<file path="config.mk">
export PLATFORM = sky130hd
export DESIGN_NAME = prim_ram_2p_seq_reader
export DESIGN_NICKNAME = d
export VERILOG_FILES = /design/src/rtl/prim_ram_seq_reader_pkg.sv /design/src/rtl/prim_ram_rd_fifo2.sv /design/src/rtl/prim_ram_2p_seq_reader.sv
export SDC_FILE = /design/constraint.sdc
export NUM_CORES = 1
export LEC_CHECK = 0
export ABC_AREA = 1
export BUFFER_PORTS_ARGS = -buffer_cell sky130_fd_sc_hd__buf_4
export CAP_MARGIN = 0
export CELL_PAD_IN_SITES_DETAIL_PLACEMENT = 1
export CELL_PAD_IN_SITES_GLOBAL_PLACEMENT = 1
export CORE_ASPECT_RATIO = 0.5
export CORE_UTILIZATION = 36
export DETAILED_ROUTE_END_ITERATION = 8
export PLACE_DENSITY = 0.87
export SLEW_MARGIN = 0
export SYNTH_ARGS = -nofsm -noshare
export SYNTH_HDL_FRONTEND = slang
export SYNTH_SLANG_ARGS = --single-unit
</file>
<file path="constraint.sdc">
create_clock -name clk_i -period 3.65 [get_ports clk_i]
set_input_delay 0.5475 -clock clk_i [delete_from_list [all_inputs] [get_ports clk_i]]
set_output_delay 0.5475 -clock clk_i [all_outputs]
set_load 0.005 [all_outputs]
</file>
<file path="src/rtl/prim_ram_seq_reader_pkg.sv">
// Shared types for the sequential dual-port RAM reader.
package prim_ram_seq_reader_pkg;

  typedef enum logic [1:0] {
    StIdle  = 2'd0,
    StRead  = 2'd1,
    StDrain = 2'd2
  } state_e;

  // One buffered beat: read word plus its end-of-command tag.
  typedef struct packed {
    logic [63:0] data;
    logic        last;
  } fifo_entry_t;

endpackage

</file>
<file path="src/rtl/prim_ram_rd_fifo2.sv">
// Two-entry synchronous FIFO holding read words and their last tags.
module prim_ram_rd_fifo2 #(
  parameter int unsigned Width = 32
) (
  input  logic             clk_i,
  input  logic             rst_i,
  input  logic             push_i,
  input  logic [Width-1:0] wdata_i,
  input  logic             wlast_i,
  input  logic             pop_i,
  output logic [Width-1:0] rdata_o,
  output logic             rlast_o,
  output logic [1:0]       count_o
);

  typedef struct packed {
    logic [Width-1:0] data;
    logic             last;
  } entry_t;

  entry_t [1:0] mem_q, mem_d;
  logic         wr_ptr_q, wr_ptr_d;
  logic         rd_ptr_q, rd_ptr_d;
  logic [1:0]   count_q, count_d;

  always_comb begin
    mem_d    = mem_q;
    wr_ptr_d = wr_ptr_q;
    rd_ptr_d = rd_ptr_q;
    count_d  = count_q;
    if (push_i) begin
      mem_d[wr_ptr_q].data = wdata_i;
      mem_d[wr_ptr_q].last = wlast_i;
      wr_ptr_d             = ~wr_ptr_q;
    end
    if (pop_i) begin
      rd_ptr_d = ~rd_ptr_q;
    end
    case ({push_i, pop_i})
      2'b10:   count_d = count_q + 2'd1;
      2'b01:   count_d = count_q - 2'd1;
      default: count_d = count_q;
    endcase
  end

  always_ff @(posedge clk_i) begin
    if (rst_i) begin
      mem_q    <= '0;
      wr_ptr_q <= 1'b0;
      rd_ptr_q <= 1'b0;
      count_q  <= 2'd0;
    end else begin
      mem_q    <= mem_d;
      wr_ptr_q <= wr_ptr_d;
      rd_ptr_q <= rd_ptr_d;
      count_q  <= count_d;
    end
  end

  assign rdata_o = mem_q[rd_ptr_q].data;
  assign rlast_o = mem_q[rd_ptr_q].last;
  assign count_o = count_q;

endmodule

</file>
<file path="src/rtl/prim_ram_2p_seq_reader.sv">
// Issues sequential reads on one RAM port and forwards the words as a valid/ready
// stream with a last marker.
module prim_ram_2p_seq_reader
  import prim_ram_seq_reader_pkg::*;
#(
  parameter int unsigned Width = 32,
  parameter int unsigned Depth = 128,
  parameter int unsigned Aw    = $clog2(Depth),
  parameter int unsigned Lw    = Aw + 1
) (
  input  logic             clk_i,
  input  logic             rst_i,
  input  logic             cmd_valid_i,
  output logic             cmd_ready_o,
  input  logic [Aw-1:0]    cmd_addr_i,
  input  logic [Lw-1:0]    cmd_len_i,
  output logic             ram_req_o,
  output logic             ram_write_o,
  output logic [Aw-1:0]    ram_addr_o,
  output logic [Width-1:0] ram_wdata_o,
  input  logic [Width-1:0] ram_rdata_i,
  output logic             data_valid_o,
  input  logic             data_ready_i,
  output logic [Width-1:0] data_o,
  output logic             data_last_o,
  output logic             busy_o,
  output logic             done_o
);

  localparam logic [Aw-1:0] LastAddr = Aw'(Depth - 1);

  state_e          state_q, state_d;
  logic [Aw-1:0]   addr_q, addr_d;
  logic [Lw-1:0]   remain_q, remain_d;
  logic            rd_pend_q, rd_pend_d;
  logic            rd_last_q, rd_last_d;
  logic            done_q, done_d;

  logic [1:0]       fifo_count;
  logic [Width-1:0] fifo_rdata;
  logic             fifo_rlast;
  logic             fifo_empty;
  logic             fifo_push;
  logic             fifo_pop;
  logic             pop;
  logic [2:0]       occ;

  // Empty FIFO lets the returning word bypass straight to the output.
  always_comb begin
    fifo_empty   = (fifo_count == 2'd0);
    data_valid_o = !fifo_empty || rd_pend_q;
    data_o       = '0;
    data_last_o  = 1'b0;
    if (!fifo_empty) begin
      data_o      = fifo_rdata;
      data_last_o = fifo_rlast;
    end else if (rd_pend_q) begin
      data_o      = ram_rdata_i;
      data_last_o = rd_last_q;
    end
    pop       = data_valid_o && data_ready_i;
    fifo_pop  = pop && !fifo_empty;
    fifo_push = rd_pend_q && !(fifo_empty && pop);
    // Words buffered or in flight after this cycle's pop; never exceeds two.
    occ       = {1'b0, fifo_count} + {2'b00, rd_pend_q} - {2'b00, pop};
    ram_req_o = (state_q == StRead) && (occ < 3'd2);
  end

  always_comb begin
    state_d   = state_q;
    addr_d    = addr_q;
    remain_d  = remain_q;
    rd_pend_d = 1'b0;
    rd_last_d = 1'b0;
    done_d    = 1'b0;
    unique case (state_q)
      StIdle: begin
        if (cmd_valid_i) begin
          if (cmd_len_i == '0) begin
            done_d = 1'b1;
          end else begin
            state_d  = StRead;
            addr_d   = cmd_addr_i;
            remain_d = cmd_len_i;
          end
        end
      end
      StRead: begin
        if (ram_req_o) begin
          rd_pend_d = 1'b1;
          rd_last_d = (remain_q == Lw'(1));
          addr_d    = (addr_q == LastAddr) ? '0 : addr_q + Aw'(1);
          remain_d  = remain_q - Lw'(1);
          if (remain_q == Lw'(1)) begin
            state_d = StDrain;
          end
        end
      end
      StDrain: begin
        if (pop && data_last_o) begin
          state_d = StIdle;
        end
      end
      default: state_d = StIdle;
    endcase
  end

  always_ff @(posedge clk_i) begin
    if (rst_i) begin
      state_q   <= StIdle;
      addr_q    <= '0;
      remain_q  <= '0;
      rd_pend_q <= 1'b0;
      rd_last_q <= 1'b0;
      done_q    <= 1'b0;
    end else begin
      state_q   <= state_d;
      addr_q    <= addr_d;
      remain_q  <= remain_d;
      rd_pend_q <= rd_pend_d;
      rd_last_q <= rd_last_d;
      done_q    <= done_d;
    end
  end

  prim_ram_rd_fifo2 #(
    .Width (Width)
  ) u_fifo (
    .clk_i   (clk_i),
    .rst_i   (rst_i),
    .push_i  (fifo_push),
    .wdata_i (ram_rdata_i),
    .wlast_i (rd_last_q),
    .pop_i   (fifo_pop),
    .rdata_o (fifo_rdata),
    .rlast_o (fifo_rlast),
    .count_o (fifo_count)
  );

  assign cmd_ready_o = (state_q == StIdle);
  assign busy_o      = (state_q != StIdle);
  assign ram_addr_o  = addr_q;
  assign ram_write_o = 1'b0;
  assign ram_wdata_o = '0;
  // Zero-length commands complete from done_q; others on the last beat handshake.
  assign done_o      = done_q || ((state_q == StDrain) && pop && data_last_o);

endmodule

</file>
==> impl_metrics.toml <==
[outcome]
outcome = "complete, no violations"

[synthesis]
synthAdderAreaFrac = 0.0148
synthMuxAreaShare = 0
yosys_warnings = 0
netlist.area_leader.share = 0.380
synth_compound_area_frac = 0.223
yosys.area_share.simple = 0.233
synth_xor_area_frac = 0.00370
synth_top_family_by_area = "simple AND/OR/NAND/NOR gates"
ys_seq_elements = 90
postSynthCellCount = 712
syn_avg_cell_area_um2 = 6.66
syn-cell-area_mm2 = 0.00474
synth.area.top_cells = "dfxtp_1, o21ai_0, nor2_1"
yosys.area.top_type = "dfxtp_1"
yosys.cell_types.count = 32
synth-seq-area-share = 0.380

[worst_setup_path]
rrSetupSlack_ns = 0.84
rr_startpoint = "u_fifo.count_o[0]"
worstPathRequired_ns = 3.10
cp_max_fo = 7
cpPeakStageDelay_ns = 0.48
startpoint_type = "register"
cp_cell_sequence = "nor2_4 > a21oi_1 > inv_1 > nor2_1 > o21ai_0 > fa_1 > nand2_1 > inv_1 > o21ai_1 > nor2_1 > buf_4"
r2r_cells = 12
cp-end-kind = "output pin"
critPathKind = "register to output pin"
critical_path.startpoint = "u_fifo.count_o[0]"
arrival_ns = 2.45
critPathSlowestCell = "dfxtp_1"
regToRegEndpoint = "remain_q[1]"

[sta]
timing.hold.ws_ns = 0.448
relSlewSlack = 0.231
layout_min_cycle_time_ns = 3.00
rsz0062_at_grt = "false"
slew_viol_final = 0
tightest_slew_ns = 1.15
finalHoldViolCount = 0
skew_ns = 0.0129
max_freq_ghz = 0.334
finalSetupViolations = 0
tns_ns = 0
fin_crit_sh = 0.821

[grt]
grt_max_degree = 78
grt_pass1_wl_um = 23200
gr-total-overflow = 0
grt_util_all_layers = 0.210
antenna_found_initial = 0
grt_pass1_vias = 4915

[placement]
post_dp_cell_area_mm2 = 0.00542
place_congestion = 0.787
portBuffers = 95
hpwlAfterDp_um = 9140
dp_cells = 940

[cells_and_area]
antenna_cells = 0
nFillCells = 1685
multi_input_area_mm2 = 0.00238
fin_cells = 956
regArea_mm2 = 0.00180
final_area_mm2 = 0.00573
drive_above_1_share = 0.170
final_nets = 837
syn_to_final_growth_pct = 20.8

[pwr]
peakVddDrop_mv = 0.274
p_total_mw = 3.70
powerDensity_mw_per_mm2 = 647
p_leak_nw = 2.57

[die]
pin_count = 129
fp.dieW_um = 164
die_h_um = 83.1
design.die.area_mm2 = 0.0137
rows = 29
core_mm2 = 0.0127
initial_utilization = 0.372

[min_path]
holdPathStages = 2
hp-class = "register to register"
min_to = "u_fifo.mem_q[28]"
holdCritStartpoint = "u_fifo.mem_q[28]"

[clock_tree]
cts.sinks = 90
cts-resized-gates = 0
cts-root-buf = "clkbuf_16"
post_cts_buffers = 0
htree_levels = 3
cts_buffer_depth = 2
clock_latency_ns = 0.33
path_clk_slew_ns = 0.07
cts_tree = "done"
numCtsBuffers = 9
holdBufCountCts = 0

[detailed_routing]
vias_per_cell = 5.02
wl_um = 14000
route.antenna.remaining_nets = 0
drt_iter0_markers = 265
drt_pre_antenna_iters = 5
vias = 4801
wl_per_cell_um = 14.7
drc = 0

[run]
maxCapViolations = 0
==> per-layer routing <==
layer / part of all wire / wire length [um] / global-route usage
met5: 0 / 0 / 0
met4: 0.0082 / 115 / 0.0354
met3: 0.031 / 435 / 0.0360
met2: 0.49 / 6840 / 0.381
met1: 0.47 / 6650 / 0.262
==> flip-flops by register name, summed over array words and instances (netlist names) <==
name / cells
u_fifo.count_o: 2
rd_pend_q: 1
u_fifo.mem_q: 66
done_q: 1
state_q: 2
remain_q: 8
rd_last_q: 1
ram_addr_o: 7
u_fifo.wr_ptr_q: 1
u_fifo.rd_ptr_q: 1
==> worst max-delay path by stage <==
stage | end | slack (ns) | cells after the start
after CTS | ram_req_o | 0.64 | 11
after global routing | ram_req_o | 0.36 | 11
final | ram_req_o | 0.65 | 11
after global placement | remain_q[0] | 0.84 | 13
after detailed placement | remain_q[4] | 0.71 | 13
after floorplan | remain_q[0] | 1.11 | 16
==> cells in the mapped netlist <==
cell	count
o21ai_0	153
nor2_1	134
dfxtp_1	90
nand2_1	73
inv_1	61
a21oi_1	51
nand3_1	45
buf_4	37
clkbuf_1	31
buf_2	8
ha_1	4
inv_2	2
nor2_2	2
nor2_4	2
nor3_1	2
a31o_2	1
a31oi_1	1
and2_1	1
buf_6	1
clkbuf_2	1
conb_1	1
fa_1	1
nand2_2	1
nand3_4	1
nand4_2	1
nor4_1	1
o21ai_1	1
o21bai_1	1
o22ai_1	1
or2_4	1
xnor2_1	1
xor2_1	1
==> metrics by stage <==
stage           util  setup slack [ns]
6_report       0.450             0.655
5_1_grt        0.450             0.362
4_1_cts        0.450             0.637
3_5_place_dp   0.425             0.715
3_3_place_gp   0.425             0.843
2_1_floorplan      -              1.11
==> power by group <==
part	switching, mW	internal, mW
Sequential	0.145	1.14
Clock	0.406	0.556
Combinational	0.907	0.544
Total	1.46	2.24
==> logic make-up after synthesis <==
logic type | Yosys count
simple gates | 264
compound gates | 209
buf+inv | 141
flops | 90
fa+ha+maj | 5
xor+xnor | 2
other cells | 1
==> worst max-delay path, delay by kind of cell (launching register included) <==
kind,cells,cell delay [ns]
buffers and inverters,3,0.24
AND/OR/NAND/NOR,4,0.40
AO/OA/AOI/OAI,3,0.59
adder cells (fa/ha/maj),1,0.42
flip-flops,1,0.48
==> area by class of cell <==
class,instances,share of cell area
clock inverter,6,0.0125
clock buffer,10,0.0417
timing repair buffer,104,0.136
sequential,90,0.315
inverter,63,0.0413
multi-input combinational,513,0.416
tap,170,0.0372
==> cell usage in the layout, fill, tap and decap left out, drive strengths merged, types with 2 or more instances in the layout <==
cell and count:
o21ai 154, nor2 138, buf 104, dfxtp 90, nand2 74, inv 65
a21oi 51, nand3 46, conb 33, clkbuf 10, ha 4, nor3 2
clkinvlp 2
Note: power is estimated with default switching activity, not from simulation.
